<file path="src/rtl/alu_seq_pkg.sv">
// -----------------------------------------------------------------------------
// alu_seq_pkg
// Shared types and constants for the ALU command sequencer and its command FIFO.
//   seq_state_t     : sequencer FSM states (IDLE, ISSUE, WAIT, RESP)
//   OP_*            : 2-bit ALU opcodes (add, sub, mul, div)
//   alu_cmd_t       : one queued command {opcode, a, b}, 18 bits packed
//   wait_cnt_width  : width of the WAIT-state counter (never narrower than 8)
// -----------------------------------------------------------------------------
package alu_seq_pkg;

  typedef enum logic [1:0] {
    ST_IDLE  = 2'd0,
    ST_ISSUE = 2'd1,
    ST_WAIT  = 2'd2,
    ST_RESP  = 2'd3
  } seq_state_t;

  localparam logic [1:0] OP_ADD = 2'b00;
  localparam logic [1:0] OP_SUB = 2'b01;
  localparam logic [1:0] OP_MUL = 2'b10;
  localparam logic [1:0] OP_DIV = 2'b11;

  typedef struct packed {
    logic [1:0] opcode;
    logic [7:0] a;
    logic [7:0] b;
  } alu_cmd_t;

  localparam int CMD_W = $bits(alu_cmd_t);

  // Counter must hold TIMEOUT_CYCLES-1; keep at least 8 bits so small limits
  // still get a byte-wide counter.
  function automatic int wait_cnt_width(input int timeout_cycles);
    int w;
    w = $clog2(timeout_cycles + 1);
    return (w < 8) ? 8 : w;
  endfunction

endpackage

</file>
<file path="src/rtl/alu_cmd_fifo.sv">
// -----------------------------------------------------------------------------
// alu_cmd_fifo
// Synchronous command FIFO, DEPTH entries of alu_cmd_t (18 bits).
// Pointers carry one extra MSB so full and empty are told apart without a
// separate counter. The read data is a register that always holds the
// current head entry (first-word fall-through with a registered output), so
// the consumer can use rd_data in the same cycle it asserts pop.
//
// Ports:
//   clk      in   clock
//   reset    in   synchronous active-high reset (pointers and read register)
//   push     in   write request; ignored while full
//   wr_data  in   entry to write
//   pop      in   read request; ignored while empty
//   rd_data  out  current head entry (valid while !empty)
//   full     out  DEPTH entries held
//   empty    out  no entries held
// -----------------------------------------------------------------------------
module alu_cmd_fifo
  import alu_seq_pkg::*;
#(
  parameter int DEPTH = 4
) (
  input  logic     clk,
  input  logic     reset,
  input  logic     push,
  input  alu_cmd_t wr_data,
  input  logic     pop,
  output alu_cmd_t rd_data,
  output logic     full,
  output logic     empty
);

  localparam int AW = $clog2(DEPTH);

  alu_cmd_t       mem [DEPTH];
  logic [AW:0]    wr_ptr_reg;
  logic [AW:0]    rd_ptr_reg;
  logic [AW:0]    rd_ptr_next;
  alu_cmd_t       rd_data_reg;
  logic           push_ok;
  logic           pop_ok;

  assign full  = (wr_ptr_reg[AW] != rd_ptr_reg[AW]) &&
                 (wr_ptr_reg[AW-1:0] == rd_ptr_reg[AW-1:0]);
  assign empty = (wr_ptr_reg == rd_ptr_reg);

  // A push is judged on the flags before the edge only: a same-cycle pop does
  // not make room for a push while full.
  assign push_ok = push && !full;
  assign pop_ok  = pop && !empty;

  assign rd_ptr_next = pop_ok ? (rd_ptr_reg + 1'b1) : rd_ptr_reg;

  // Storage array, no reset, so it maps onto distributed/block RAM.
  always_ff @(posedge clk) begin
    if (push_ok) begin
      mem[wr_ptr_reg[AW-1:0]] <= wr_data;
    end
  end

  always_ff @(posedge clk) begin
    if (reset) begin
      wr_ptr_reg  <= '0;
      rd_ptr_reg  <= '0;
      rd_data_reg <= '0;
    end else begin
      if (push_ok) begin
        wr_ptr_reg <= wr_ptr_reg + 1'b1;
      end
      rd_ptr_reg <= rd_ptr_next;
      // The head after this edge is the entry at rd_ptr_next. If that slot is
      // being written right now (FIFO was empty or is draining to this entry),
      // forward the incoming word instead of the stale array contents.
      if (push_ok && (wr_ptr_reg[AW-1:0] == rd_ptr_next[AW-1:0])) begin
        rd_data_reg <= wr_data;
      end else begin
        rd_data_reg <= mem[rd_ptr_next[AW-1:0]];
      end
    end
  end

  assign rd_data = rd_data_reg;

endmodule

</file>
<file path="src/rtl/alu_cmd_sequencer.sv">
// -----------------------------------------------------------------------------
// alu_cmd_sequencer
// Initiator side of the ALU start/done handshake. Commands are queued in a
// DEPTH-entry FIFO; one operation is outstanding at a time. For each command
// the sequencer registers opcode/operands to the ALU, pulses alu_start for one
// cycle, waits for alu_done, captures alu_result and offers it on a
// valid/ready response channel. Results come back in command order.
//
// Optional feature (macro ALU_SEQ_TIMEOUT_EN): a WAIT-state counter aborts an
// operation after TIMEOUT_CYCLES cycles without done, returning res_data=0
// with res_timeout=1. Without the macro WAIT lasts until done and
// res_timeout is tied to 0.
//
// Ports:
//   clk          in   clock, rising edge
//   reset        in   synchronous active-high reset
//   cmd_valid    in   command offered
//   cmd_ready    out  FIFO not full
//   cmd_opcode   in   2-bit opcode (add/sub/mul/div)
//   cmd_a        in   operand A / dividend
//   cmd_b        in   operand B / multiplier / divisor
//   alu_start    out  one-cycle start pulse
//   alu_opcode   out  registered opcode, stable from ISSUE to the next pop
//   alu_a        out  registered operand A
//   alu_b        out  registered operand B
//   alu_done     in   ALU completion (only honoured in WAIT)
//   alu_result   in   ALU result bus
//   res_valid    out  result available
//   res_ready    in   consumer accepts result
//   res_data     out  captured result
//   res_opcode   out  opcode of the completed command
//   res_timeout  out  result produced by timeout abort
// -----------------------------------------------------------------------------
module alu_cmd_sequencer
  import alu_seq_pkg::*;
#(
  parameter int DEPTH          = 4,
  parameter int TIMEOUT_CYCLES = 64
) (
  input  logic       clk,
  input  logic       reset,
  input  logic       cmd_valid,
  output logic       cmd_ready,
  input  logic [1:0] cmd_opcode,
  input  logic [7:0] cmd_a,
  input  logic [7:0] cmd_b,
  output logic       alu_start,
  output logic [1:0] alu_opcode,
  output logic [7:0] alu_a,
  output logic [7:0] alu_b,
  input  logic       alu_done,
  input  logic [7:0] alu_result,
  output logic       res_valid,
  input  logic       res_ready,
  output logic [7:0] res_data,
  output logic [1:0] res_opcode,
  output logic       res_timeout
);

  // Elaboration-time parameter sanity: FIFO depth must be a power of two
  // (pointer wrap relies on it) and at least 2; the timeout must be positive.
  generate
    if ((DEPTH < 2) || ((DEPTH & (DEPTH - 1)) != 0) || (TIMEOUT_CYCLES < 1)) begin : g_bad_param
      $error("alu_cmd_sequencer: DEPTH must be a power of two >= 2 and TIMEOUT_CYCLES >= 1");
    end
  endgenerate

  // ---------------------------------------------------------------------------
  // Command FIFO
  // ---------------------------------------------------------------------------
  alu_cmd_t   push_cmd;
  alu_cmd_t   head_cmd;
  logic       fifo_full;
  logic       fifo_empty;
  logic       fifo_pop;

  seq_state_t state_reg;

  assign push_cmd = {cmd_opcode, cmd_a, cmd_b};
  assign fifo_pop = (state_reg == ST_IDLE) && !fifo_empty;

  alu_cmd_fifo #(
    .DEPTH (DEPTH)
  ) u_fifo (
    .clk     (clk),
    .reset   (reset),
    .push    (cmd_valid),
    .wr_data (push_cmd),
    .pop     (fifo_pop),
    .rd_data (head_cmd),
    .full    (fifo_full),
    .empty   (fifo_empty)
  );

  assign cmd_ready = !fifo_full;

  // ---------------------------------------------------------------------------
  // Sequencer FSM with registered outputs
  // ---------------------------------------------------------------------------
  logic       alu_start_reg;
  logic [1:0] alu_opcode_reg;
  logic [7:0] alu_a_reg;
  logic [7:0] alu_b_reg;
  logic       res_valid_reg;
  logic [7:0] res_data_reg;
  logic [1:0] res_opcode_reg;

`ifdef ALU_SEQ_TIMEOUT_EN
  localparam int CNT_W = wait_cnt_width(TIMEOUT_CYCLES);
  localparam logic [CNT_W-1:0] WAIT_LIMIT = CNT_W'(TIMEOUT_CYCLES - 1);

  logic [CNT_W-1:0] wait_cnt_reg;
  logic             res_timeout_reg;
`endif

  always_ff @(posedge clk) begin
    if (reset) begin
      // Abandons any operation in flight; no result is produced for it.
      state_reg      <= ST_IDLE;
      alu_start_reg  <= 1'b0;
      alu_opcode_reg <= '0;
      alu_a_reg      <= '0;
      alu_b_reg      <= '0;
      res_valid_reg  <= 1'b0;
      res_data_reg   <= '0;
      res_opcode_reg <= '0;
`ifdef ALU_SEQ_TIMEOUT_EN
      wait_cnt_reg    <= '0;
      res_timeout_reg <= 1'b0;
`endif
    end else begin
      case (state_reg)
        ST_IDLE: begin
          // fifo_pop is asserted in this same condition; head_cmd is the
          // entry being removed.
          if (!fifo_empty) begin
            alu_opcode_reg <= head_cmd.opcode;
            alu_a_reg      <= head_cmd.a;
            alu_b_reg      <= head_cmd.b;
            alu_start_reg  <= 1'b1;
            state_reg      <= ST_ISSUE;
          end
        end

        ST_ISSUE: begin
          // Start is high for exactly this cycle; a done seen here belongs to
          // nothing and is dropped.
          alu_start_reg <= 1'b0;
          state_reg     <= ST_WAIT;
`ifdef ALU_SEQ_TIMEOUT_EN
          wait_cnt_reg  <= '0;
`endif
        end

        ST_WAIT: begin
          // done has priority over a timeout landing in the same cycle.
          if (alu_done) begin
            res_valid_reg  <= 1'b1;
            res_data_reg   <= alu_result;
            res_opcode_reg <= alu_opcode_reg;
            state_reg      <= ST_RESP;
`ifdef ALU_SEQ_TIMEOUT_EN
            res_timeout_reg <= 1'b0;
          end else if (wait_cnt_reg == WAIT_LIMIT) begin
            res_valid_reg   <= 1'b1;
            res_data_reg    <= 8'h00;
            res_opcode_reg  <= alu_opcode_reg;
            res_timeout_reg <= 1'b1;
            state_reg       <= ST_RESP;
          end else begin
            wait_cnt_reg <= wait_cnt_reg + 1'b1;
`endif
          end
        end

        ST_RESP: begin
          // res_* hold until the consumer takes the result.
          if (res_ready) begin
            res_valid_reg <= 1'b0;
            state_reg     <= ST_IDLE;
          end
        end

        default: begin
          state_reg <= ST_IDLE;
        end
      endcase
    end
  end

  assign alu_start  = alu_start_reg;
  assign alu_opcode = alu_opcode_reg;
  assign alu_a      = alu_a_reg;
  assign alu_b      = alu_b_reg;
  assign res_valid  = res_valid_reg;
  assign res_data   = res_data_reg;
  assign res_opcode = res_opcode_reg;

`ifdef ALU_SEQ_TIMEOUT_EN
  assign res_timeout = res_timeout_reg;
`else
  assign res_timeout = 1'b0;
`endif

endmodule
</file>
<file path="config.mk">
export PLATFORM = sky130hd
export DESIGN_NAME = alu_cmd_sequencer
export DESIGN_NICKNAME = d
export VERILOG_FILES = /design/src/rtl/alu_seq_pkg.sv /design/src/rtl/alu_cmd_fifo.sv /design/src/rtl/alu_cmd_sequencer.sv
export SDC_FILE = /design/constraint.sdc
export NUM_CORES = 1
export LEC_CHECK = 0
export CAP_MARGIN = 10
export CELL_PAD_IN_SITES_DETAIL_PLACEMENT = 0
export CELL_PAD_IN_SITES_GLOBAL_PLACEMENT = 1
export CORE_MARGIN = 5
export CORE_UTILIZATION = 52
export CTS_BUF_LIST = sky130_fd_sc_hd__clkbuf_4 sky130_fd_sc_hd__clkbuf_8
export CTS_CLUSTER_SIZE = 12
export DETAILED_ROUTE_END_ITERATION = 10
export GPL_TIMING_DRIVEN = 1
export PLACE_DENSITY = 0.95
export SYNTH_ARGS = -nofsm -noshare
export SYNTH_HDL_FRONTEND = slang
export SYNTH_SLANG_ARGS = --single-unit
</file>
<file path="constraint.sdc">
create_clock -name clk -period 5.1 [get_ports clk]
set_clock_uncertainty 0.2 [all_clocks]
set_input_delay 0.51 -clock clk [delete_from_list [all_inputs] [get_ports clk]]
set_output_delay 0.51 -clock clk [all_outputs]
set_load 0.005 [all_outputs]
</file>
== Word level (Yosys, flattened, before mapping) ==
Memory sizes are Yosys's and may differ from the RTL's. A register that Yosys moved wholly into a read port is not among the register bits.
Index checks and enable logic that the tools add are counted.

* Reductions and logical operators: 14
* Multiplexer cells: 12
* Bitwise gates (word level): 1
* Eq/ne operators: 9
* $add $sub $neg: 2

{| class="wikitable"
|+ Operator list
! operator !! number
|-
| 2-to-1 mux 2 bit || 4
|-
| case mux 2 bit (4 select lines) || 1
|-
| adder 3 x 1 -> 3 bit, second input constant || 2
|-
| inequality test 2 bit, second input constant || 3
|-
| AND reduction 2 bit || 3
|-
| AND reduction 3 bit || 2
|-
| 2-to-1 mux 1 bit || 5
|-
| == test 2 bit, second input constant || 2
|-
| logical AND 1 bit || 4
|-
| case mux 1 bit (2 select lines) || 2
|-
| nonzero test 2 bit || 2
|-
| == test 3 bit || 1
|-
| == test 2 x 1 -> 1 bit, second input constant || 1
|-
| == test 2 bit || 1
|-
| zero test 1 bit || 2
|-
| zero test 2 bit || 1
|-
| inequality test 1 bit || 1
|-
| inverter 1 bit || 1
|}

* Memories: 1
* Flip-flop bits (word level): 38
* Word-level logic and storage cells: 50
* Bits in writable memories: 72
* Bits of input ports: 31
* Output and inout bits: 32

{| class="wikitable"
|+ Memory list
! memory !! words !! width !! read ports !! clocked after memory_dff !! write ports !! line !! source
|-
| u_fifo.mem || 4 || 18 || 1 || 1 || 1 || alu_cmd_fifo.sv:36 || <nowiki>alu_cmd_t mem [DEPTH];</nowiki>
|}

== Longest topological paths before layout ==
Gate-level depths: netlist of run 1.

* Word-level depth: 6
* Depth in mapped cells: 8
* Mapped depth without buffers: 6

== Modules after synthesis ==
A second synthesis of run 1 with hierarchy kept.

* Cells, all modules: 389
* Area total of the unflattened synthesis: 5192.5 um2

{| class="wikitable"
|+ By module, submodules not included
! module !! cells each !! sequential area each (um2) !! area an instance (um2) !! times used
|-
| alu_cmd_fifo || 232 || 2642.5 || 3902.5 || 1
|-
| alu_cmd_sequencer || 157 || 640.6 || 1290.0 || 1
|}

== Least setup slack after synthesis of run 1 ==
Ideal clock, no wire load.

* Path kind: flip-flop to flip-flop
* From: register u_fifo.rd_ptr_reg[1]
* To: register, netlist name u_fifo.rd_data[13]
* Period minus slack after synthesis: 2.226 ns
* Required time: 4.759 ns
* Arrival: 1.885 ns
* Setup slack: 2.874 ns
* Path buffers: 2
* Setup time: 0.141 ns
* Cell stages (with the launch flop): 7
* Cell sequence: dfxtp_1 > ha_1 > clkbuf_1 > clkbuf_1 > mux4_2 > mux2i_1 > o32ai_2

* Cells in the longest elaborated chain, start to end: 5
* Elaborated cells on any way between the ends: 6
* Classes of those cells: add/sub (1); eq/ne (1); mux (1); reduce/logical (3)

{| class="wikitable"
|+ Ends and longest elaborated chain
! item !! line !! source
|-
| start: declaration || alu_cmd_fifo.sv:38 || <nowiki>logic [AW:0] rd_ptr_reg;</nowiki>
|-
| start signal: assignment || alu_cmd_fifo.sv:71 || <nowiki>rd_ptr_reg <= rd_ptr_next;</nowiki>
|-
| parallel branches: the longest is 4 deep, another holds adder 3 x 1 -> 3 bit || -- ||
|-
| 2-to-1 mux 2 bit * || alu_cmd_fifo.sv:53 || <nowiki>assign rd_ptr_next = pop_ok ? (rd_ptr_reg + 1'b1) : rd_ptr_reg;</nowiki>
|}

Every way passes the cells marked *.
A chain may end at the register's enable or synchronous reset.

== Worst setup path after layout of run 1 ==
* From: register u_fifo.rd_ptr_reg[1]
* To: register, netlist name u_fifo.rd_data[5]

* Cells in the longest elaborated chain, start to end: 5
* Elaborated cells on any way between the ends: 6
* Classes of those cells: add/sub (1); eq/ne (1); mux (1); reduce/logical (3)

{| class="wikitable"
|+ Ends and longest elaborated chain
! item !! line
|-
| parallel branches: the longest is 4 deep, another holds adder 3 x 1 -> 3 bit || --
|-
| 2-to-1 mux 2 bit * || alu_cmd_fifo.sv:53
|}

Marks and branches as above.

==> results of run 1 <==
## cell usage after synthesis
cell | count | share of area
mux4_2 | 36 | 0.14
a21o_1 | 1 | 0.0013
ha_1 | 10 | 0.022
a311oi_1 | 2 | 0.0031
o32ai_1 | 8 | 0.013
o31ai_2 | 1 | 0.0022
xnor2_1 | 6 | 0.0094
edfxtp_1 | 72 | 0.39
nand4_1 | 1 | 0.0011
xor2_1 | 3 | 0.0047
buf_1 | 1 | 0.00067
and2_1 | 4 | 0.0045
o311ai_0 | 1 | 0.0016
clkbuf_1 | 11 | 0.0074
buf_4 | 4 | 0.0054
nand2b_1 | 1 | 0.0011
a31oi_1 | 1 | 0.0011
a31oi_2 | 1 | 0.0022
a21oi_1 | 32 | 0.029
nor2_1 | 8 | 0.0054
buf_2 | 8 | 0.0072
conb_1 | 1 | 0.00067
nand3_1 | 3 | 0.0027
a2bb2oi_1 | 1 | 0.0016
o2111a_1 | 1 | 0.0020
buf_6 | 1 | 0.0020
nor3_1 | 1 | 0.00089
mux2i_1 | 20 | 0.036
o21ai_0 | 1 | 0.00089
nand2_1 | 61 | 0.041
o21ba_2 | 1 | 0.0018
o2111ai_2 | 1 | 0.0027
a21boi_0 | 2 | 0.0027
o32ai_2 | 10 | 0.029
xor2_2 | 1 | 0.0029
or3_1 | 1 | 0.0011
dfxtp_1 | 56 | 0.20
inv_1 | 27 | 0.018
## worst max-delay path by stage
stage                                          startpoint                       endpoint  slack (ps)
after global routing      u_fifo.rd_ptr_reg[1]$_SDFF_PP0_   u_fifo.rd_data[2]$_SDFF_PP0_        1800
after floorplan           u_fifo.rd_ptr_reg[1]$_SDFF_PP0_  u_fifo.rd_data[13]$_SDFF_PP0_        2870
after CTS                 u_fifo.rd_ptr_reg[1]$_SDFF_PP0_   u_fifo.rd_data[3]$_SDFF_PP0_        1950
final                     u_fifo.rd_ptr_reg[1]$_SDFF_PP0_   u_fifo.rd_data[5]$_SDFF_PP0_        1930
after global placement    u_fifo.rd_ptr_reg[0]$_SDFF_PP0_  u_fifo.rd_data[12]$_SDFF_PP0_        2120
after detailed placement  u_fifo.rd_ptr_reg[1]$_SDFF_PP0_   u_fifo.rd_data[3]$_SDFF_PP0_        1960
## cell families (layout without fill, tap and decap cells)
logic type               count (synthesis)  count (layout)  synth area share
adder cells (fa/ha/maj)                 10              10            0.0224
AO/OA/AOI/OAI                           64              64            0.0935
multiplexers                            56              56             0.181
other                                    1               1          0.000671
AND/OR/NAND/NOR                         80              80            0.0577
XOR/XNOR                                10              10            0.0170
flip-flops                             128             128             0.587
buffers and inverters                   52             124            0.0407
## critical path: stages, from the launching register on
cell and delay (ps):
dfxtp_1 330, ha_1 910, mux2i_1 200, xnor2_1 200
o2111ai_2 920, o32ai_1 240
## power breakdown
group          internal (mW)  leakage, nW  total [mW]  switching [mW]
Clock                  0.441        0.196       0.851           0.410
Sequential              1.25         1.12        1.33          0.0776
Combinational          0.594         1.03        1.23           0.634
Total                   2.29         2.35        3.41            1.12
## stage by stage
stage          cell area, um^2  hold slack (ps)  worst slack [ps]   util  power [mW]
6_report                  6680              237              1930  0.641        3.41
5_1_grt                   6680              265              1800  0.641        3.59
4_1_cts                   6680              237              1950  0.641        3.45
3_5_place_dp              6290              225              1960  0.604        2.59
3_3_place_gp              6290              224              2120  0.604        2.55
2_1_floorplan             5590              217              2870      -        2.28
## layer usage
layer,up-vias,share of wire,routed length [um],track usage
met2,96,0.51,5520,0.299
met1,1687,0.43,4650,0.213
met3,5,0.055,597,0.0483
met4,0,0.0078,85,0.0569
met5,-,0,0,0
li1,1616,-,-,-
## area by class of cell
type | instances | area, um^2 | share of cell area
repair buffers | 65 | 636 | 0.0951
inverters | 27 | 101 | 0.0152
multi-input cells | 221 | 2100 | 0.314
clock inverters | 15 | 159 | 0.0238
clock buffers | 17 | 234 | 0.0350
well taps | 136 | 170 | 0.0255
flip-flops and latches | 128 | 3280 | 0.492
==> flow_summary_export.csv, run 1 <==
group,metric,value,unit
clocking,path_clk_slew,70,ps
route,viasPerCell,5.59,
worst_hold_path,min_delay_path_depth,2,
die,fp-row-count,37,
sta,maxSlewViolCount,0,
global_routing,grt_pass1_wl,17.4,mm
sta,rsz0062_at_grt,"no",
sta,final-setup-viol-count,0,
clocking,cts.sinks,128,
placed_design,post-place-cells,577,
route,wl_per_cell,17.8,um
clocking,cts-buffers-inserted,17,
clocking,cts_tree,"done",
die,die_w,114,um
global_routing,grt_pass1_vias,3369,
critical_path,end_kind,"flip-flop",
power,p_leak,2.35,nW
sta,fin_crit_sh,0.622,
route,ant_nets,0,
final_layout,finalNonFillerCells,609,
clocking,clk_latency,420,ps
synth,yosys_register_bits,128,
worst_hold_path,hp-class,"flip-flop to flip-flop",
synth,synth_fp_nets,442,
clocking,cts_setup_buffers,0,
final_layout,area_growth,19.5,%
sta,slew_headroom,0.222,
die,die_h,114,um
clocking,ctsResizeCount,0,
route,drc,0,
route,drtIter0Drc,250,
global_routing,grt_usage,0.174,
outcome,run_status,"finished, final reports clean",
global_routing,grt.overflow.total,0,
clocking,cts_buffer_depth,2,
global_routing,antenna_found_initial,0,
critical_path,r2r_cells,5,
synth,synth_area,0.00559,mm^2
worst_hold_path,worstHoldStart,"u_fifo.rd_data[15]$_SDFF_PP0_",
sta,max_freq,0.315,GHz
route,wirelength,10.9,mm
global_routing,grt_start_max_net_pins,58,
sta,final-hold-violation-count,0,
critical_path,start_kind,"flip-flop",
route,first_pass_iters,4,
synth,syn_avg_cell_area,13.9,um^2
critical_path,required,5150,ps
die,placeableCoreArea,0.0104,mm^2
clocking,cts_hold_buf,0,
die,ios,63,
final_layout,nNetsFinal,501,
synth,synth-seq-area-share,0.587,
placed_design,gp_congestion,0.740,
final_layout,layout_common_cells,"72 x edfxtp_1, 61 x nand2_1, 60 x clkdlybuf4s50_1",
sta,worst_slew_pin_slew,1170,ps
synth,ys_warn_count,0,
final_layout,fillers,785,
synth,syn_inst,401,
placed_design,hpwl,7.06,mm
sta,final.setup.tns,0,ps
clocking,htreeDepth,4,
critical_path,r2r_end,"u_fifo.rd_data[5]$_SDFF_PP0_",
critical_path,ff2ff_setup_slack,1930,ps
die,dieArea,0.0129,mm^2
critical_path,critPathArrivalTime,3220,ps
worst_hold_path,min_to,"alu_a[7]$_SDFFE_PP0P_",
synth,yosysUniqueCellTypes,38,
clocking,cts_root_buf,"clkbuf_8",
critical_path,worstSetupPathType,"flip-flop to flip-flop",
power,power_density,511,mW/mm^2
final_layout,largest_reg_flops,72,
critical_path,r2r_start,"u_fifo.rd_ptr_reg[1]$_SDFF_PP0_",
sta,layout_min_cycle_time,3170,ps
critical_path,path_max_fanout,20,
power,ir_worst_vdd,0.000299,V
final_layout,drive_above_1_share,0.188,
final_layout,antenna-diode-count,0,
flow_run,drv_cap,0,
final_layout,final_common_cell,"edfxtp_1",
die,initial_core_util,0.537,
placed_design,portBuffers,61,
route,via_count,3404,
(Power assumes the default switching activity.)
==> run 2: changes to the inputs <==
--- a/config.mk
+++ b/config.mk
@@ -9,12 +9,12 @@
 export CELL_PAD_IN_SITES_DETAIL_PLACEMENT = 0
 export CELL_PAD_IN_SITES_GLOBAL_PLACEMENT = 1
 export CORE_MARGIN = 5
-export CORE_UTILIZATION = 52
+export CORE_UTILIZATION = 48
 export CTS_BUF_LIST = sky130_fd_sc_hd__clkbuf_4 sky130_fd_sc_hd__clkbuf_8
 export CTS_CLUSTER_SIZE = 12
 export DETAILED_ROUTE_END_ITERATION = 10
 export GPL_TIMING_DRIVEN = 1
-export PLACE_DENSITY = 0.95
+export PLACE_DENSITY = 0.89
 export SYNTH_ARGS = -nofsm -noshare
 export SYNTH_HDL_FRONTEND = slang
 export SYNTH_SLANG_ARGS = --single-unit
==> constraint.sdc (replaced) <==
create_clock -name clk -period 3 [get_ports clk]
set_clock_uncertainty 0.2 [all_clocks]
set_input_delay 0.3 -clock clk [delete_from_list [all_inputs] [get_ports clk]]
set_output_delay 0.3 -clock clk [all_outputs]
set_load 0.005 [all_outputs]
==> flow_summary_export.csv, run 2 (same netlist as run 1, synthesis figures left out) <==
group,metric,value,unit
outcome,run_status,"finished, final reports clean",
sta,layout_min_cycle_time,2660,ps
sta,final-setup-viol-count,0,
sta,worst_slew_pin_slew,1110,ps
clocking,cts_buffer_depth,2,
worst_hold_path,hp-class,"input port to flip-flop",
sta,rsz0062_at_grt,"no",
final_layout,nNetsFinal,508,
final_layout,area_growth,20.7,%
route,first_pass_iters,5,
placed_design,pre_cts_slack,328,ps
critical_path,critPathArrivalTime,2740,ps
die,die_w,118,um
critical_path,required,3080,ps
route,via_count,3411,
global_routing,grt_start_max_net_pins,57,
critical_path,path_max_fanout,18,
critical_path,cp_top_family,"compound AO/OA/AOI/OAI gates",
clocking,ctsResizeCount,0,
sta,final.setup.tns,0,ps
clocking,htreeDepth,4,
final_layout,fillers,914,
route,viasPerCell,5.48,
critical_path,path_cells,"inv_1 > ha_1 > mux2i_1 > xnor2_1 > o2111a_1 > o32ai_1",
power,power_density,859,mW/mm^2
placed_design,portBuffers,61,
clocking,cts_setup_buffers,0,
sta,maxSlewViolCount,0,
die,die_h,118,um
final_layout,final_common_cell,"edfxtp_1",
clocking,path_clk_slew,70,ps
route,wirelength,11.1,mm
sta,fin_crit_sh,0.888,
final_layout,layout_common_cells,"72 x edfxtp_1, 61 x nand2_1, 60 x clkdlybuf4s50_1",
power,ir_worst_vdd,0.000472,V
placed_design,gp_congestion,0.710,
clocking,cts_tree,"done",
route,drc,0,
power,power.total,5.80,mW
critical_path,crit_buf_inv,1,
clocking,clk_latency,430,ps
sta,worst_slack,337,ps
final_layout,drive_above_1_share,0.202,
critical_path,crit_path_max_incr_delay,900,ps
route,ant_nets,0,
global_routing,antenna_found_initial,0,
critical_path,cp_slowest_cell,"o2111a_1",
global_routing,grt_pass1_wl,18.3,mm
global_routing,grt_pass1_vias,3536,
critical_path,end_kind,"flip-flop",
final_layout,largest_reg_flops,72,
route,wl_per_cell,17.8,um
critical_path,worstSetupPathType,"flip-flop to flip-flop",
sta,fin_hold_ws,197,ps
clocking,cts.sinks,128,
final_layout,antenna-diode-count,0,
die,initial_core_util,0.490,
flow_run,drv_cap,0,
sta,slew_headroom,0.261,
critical_path,ff2ff_setup_slack,340,ps
clocking,cts_hold_buf,0,
clocking,cts-buffers-inserted,17,
die,dieArea,0.0139,mm^2
die,placeableCoreArea,0.0114,mm^2
die,ios,63,
placed_design,post-place-cells,591,
global_routing,grt_usage,0.167,
power,p_leak,2.40,nW
global_routing,grt.overflow.total,0,
die,fp-row-count,39,
critical_path,start_kind,"flip-flop",
worst_hold_path,min_to,"u_fifo.rd_data[6]$_SDFF_PP0_",
final_layout,finalNonFillerCells,623,
critical_path,r2r_end,"u_fifo.rd_data[11]$_SDFF_PP0_",
sta,max_freq,0.376,GHz
worst_hold_path,worstHoldStart,"reset",
placed_design,hpwl,7.00,mm
critical_path,r2r_cells,6,
route,drtIter0Drc,234,
clocking,cts_root_buf,"clkbuf_8",
critical_path,r2r_start,"state_reg[0]$_SDFFE_PP0P_",
sta,final-hold-violation-count,0,
worst_hold_path,min_delay_path_depth,4,
run 2: changes by cell type in the layout (fill, tap and decap cells not counted):
cell,previous run,this run
clkinv_1,1,0
clkinvlp_4,2,0
clkinv_2,2,5
clkinv_4,2,0
buf_12,0,1
clkbuf_8,17,22
clkbuf_4,0,4
bufinv_16,2,1
buf_4,4,10
inv_6,6,0
run 2: stage by stage:
step                       util  cell area, um^2
after floorplan               -             5590
after global placement    0.557             6360
after detailed placement  0.557             6360
after CTS                 0.591             6750
after global routing      0.591             6750
final                     0.591             6750
run 2: worst max-delay path by stage:
stage	startpoint	end	slack [ps]	cells past startpoint
floorplan	u_fifo.rd_ptr_reg[1]$_SDFF_PP0_	u_fifo.rd_data[13]$_SDFF_PP0_	770	6
global placement	cmd_valid	u_fifo.rd_data[12]$_SDFF_PP0_	410	5
detailed placement	state_reg[1]$_SDFFE_PP0P_	u_fifo.rd_data[5]$_SDFF_PP0_	330	6
CTS	state_reg[0]$_SDFFE_PP0P_	u_fifo.rd_data[11]$_SDFF_PP0_	310	6
global route	state_reg[0]$_SDFFE_PP0P_	u_fifo.rd_data[4]$_SDFF_PP0_	120	6
finish	state_reg[0]$_SDFFE_PP0P_	u_fifo.rd_data[11]$_SDFF_PP0_	340	6
run 2: report_power, final:
| part | switching [mW] | internal (mW) |
|---|---|---|
| clock | 0.613 | 0.795 |
| sequential | 0.127 | 2.13 |
| combinational | 1.10 | 1.04 |
| total | 1.83 | 3.97 |
run 2: cell type report:
cell class	count	area, um^2	area share
clock buffer	26	333	0.0493
clock inverter	6	55.1	0.00816
inverter	27	101	0.0150
multi-input combinational	221	2100	0.311
sequential	128	3280	0.487
tap	143	179	0.0265
timing repair buffer	72	701	0.104
run 2: metal layers:
metal / vias up / global-route usage / wire, um
li1: 1625 / - / -
met1: 1689 / 0.207 / 4570
met2: 86 / 0.276 / 5860
met3: 11 / 0.0553 / 521
met4: 0 / 0.0516 / 147
met5: - / 0 / 0
run 2: worst register-to-register path: cells and delay by family, from the launching register on:
family | cells | cell delay [ps]
mux | 1 | 260
compound gates | 2 | 1090
buf+inv | 1 | 120
fa+ha+maj | 1 | 310
flops | 1 | 340
xor+xnor | 1 | 190
==> run 3: changes to the inputs <==
--- a/config.mk
+++ b/config.mk
@@ -8,6 +8,7 @@
 export CAP_MARGIN = 10
 export CELL_PAD_IN_SITES_DETAIL_PLACEMENT = 0
 export CELL_PAD_IN_SITES_GLOBAL_PLACEMENT = 1
+export CORE_ASPECT_RATIO = 0.9
 export CORE_MARGIN = 5
 export CORE_UTILIZATION = 48
 export CTS_BUF_LIST = sky130_fd_sc_hd__clkbuf_4 sky130_fd_sc_hd__clkbuf_8
==> flow_summary_export.csv, run 3 (same netlist as run 1, synthesis figures left out) <==
group,metric,value,unit
outcome,run_status,"finished, final reports clean",
clocking,cts.sinks,128,
clocking,cts_setup_buffers,0,
sta,slew_headroom,0.285,
placed_design,hpwl,7.17,mm
global_routing,grt_start_max_net_pins,39,
final_layout,nNetsFinal,508,
sta,final-setup-viol-count,0,
route,first_pass_iters,4,
route,via_count,3418,
critical_path,path_cells,"inv_1 > ha_1 > mux2i_1 > xnor2_1 > o2111a_1 > o32ai_1",
critical_path,cp_top_family,"compound AO/OA/AOI/OAI gates",
final_layout,largest_reg_flops,72,
placed_design,pre_cts_slack,242,ps
route,wl_per_cell,17.7,um
sta,final.setup.tns,0,ps
sta,rsz0062_at_grt,"no",
die,die_h,112,um
final_layout,drive_above_1_share,0.198,
critical_path,crit_path_max_incr_delay,930,ps
final_layout,ff_latch_area,0.00328,mm^2
sta,final-hold-violation-count,0,
route,drtIter0Drc,218,
final_layout,final_common_cell,"edfxtp_1",
sta,worst_slack,294,ps
critical_path,crit_buf_inv,1,
sta,layout_min_cycle_time,2710,ps
sta,max_freq,0.370,GHz
die,dieArea,0.0139,mm^2
power,power_density,884,mW/mm^2
critical_path,end_kind,"flip-flop",
critical_path,start_kind,"flip-flop",
clocking,clk_latency,430,ps
final_layout,layout_common_cells,"72 x edfxtp_1, 61 x nand2_1, 60 x clkdlybuf4s50_1",
critical_path,required,3070,ps
final_layout,fillers,919,
final_layout,multi_input_area,0.00210,mm^2
die,placeableCoreArea,0.0114,mm^2
placed_design,portBuffers,61,
power,ir_worst_vdd,0.000421,V
power,p_leak,2.41,nW
worst_hold_path,hp-class,"input port to flip-flop",
clocking,path_clk_slew,70,ps
route,wirelength,11.2,mm
global_routing,antenna_found_initial,0,
die,die_w,124,um
sta,worst_slew_pin_slew,1070,ps
power,power.total,6.03,mW
clocking,htreeDepth,4,
global_routing,grt_usage,0.173,
clocking,cts-buffers-inserted,17,
critical_path,path_max_fanout,18,
clocking,cts_buffer_depth,2,
sta,maxSlewViolCount,0,
clocking,ctsResizeCount,0,
route,drc,0,
sta,fin_crit_sh,0.902,
route,ant_nets,0,
critical_path,critPathArrivalTime,2770,ps
final_layout,area_growth,21.9,%
clocking,cts_hold_buf,0,
clocking,cts_tree,"done",
critical_path,cp_slowest_cell,"o2111a_1",
final_layout,antenna-diode-count,0,
die,fp-row-count,37,
die,initial_core_util,0.489,
clocking,cts_root_buf,"clkbuf_8",
die,ios,63,
route,viasPerCell,5.37,
placed_design,gp_congestion,0.717,
global_routing,grt_pass1_wl,18.3,mm
final_layout,fin_util,0.596,
critical_path,worstSetupPathType,"flip-flop to flip-flop",
global_routing,grt.overflow.total,0,
flow_run,drv_cap,0,
global_routing,grt_pass1_vias,3570,
## run 3: per-stage QoR
stage                     std cells  hold WS [ps]  instance area (um^2)
after CTS                       636          99.9                  6820
after detailed placement        604           231                  6380
after global routing            636           142                  6820
after floorplan                 401           199                  5590
final                           636           111                  6820
after global placement          604           220                  6380
## run 3: where the power goes
| group | internal [mW] | total, mW | leakage [nW] | switching [mW] |
|---|---|---|---|---|
| combinational | 1.06 | 2.17 | 1.07 | 1.11 |
| sequential | 2.13 | 2.26 | 1.12 | 0.128 |
| clock | 0.961 | 1.60 | 0.218 | 0.640 |
## run 3: final timing paths
| kind | from | to | slack [ps] | cells past startpoint |
|---|---|---|---|---|
| max | state_reg[1]$_SDFFE_PP0P_ | u_fifo.rd_data[2]$_SDFF_PP0_ | 290 | 6 |
| min reg2reg | u_fifo.rd_data[2]$_SDFF_PP0_ | alu_b[2]$_SDFFE_PP0P_ | 240 | 2 |
| min | reset | res_valid$_SDFFE_PP0P_ | 110 | 2 |
| max reg2reg | state_reg[1]$_SDFFE_PP0P_ | u_fifo.rd_data[2]$_SDFF_PP0_ | 290 | 6 |
## run 3: worst reg2reg max path: cells and delay by family (launching register included)
kind	cells	cell delay [ps]
multiplexers	1	250
flip-flops	1	330
adder cells (fa/ha/maj)	1	310
AO/OA/AOI/OAI	2	1140
XOR/XNOR	1	190
buffers and inverters	1	120
## run 3: layout make-up
cell class                 count  area share
multi-input combinational    221       0.308
sequential                   128       0.482
tap                          156      0.0286
timing repair buffer          72       0.103
clock buffer                  21      0.0406
inverter                      27      0.0149
clock inverter                11      0.0237
## run 3: metal layers
layer | up-vias | GRT usage | wire length [um]
li1 | 1620 | - | -
met2 | 107 | 0.289 | 5600
met5 | - | 0 | 0
met3 | 14 | 0.0544 | 870
met4 | 0 | 0.0554 | 141
met1 | 1677 | 0.215 | 4630
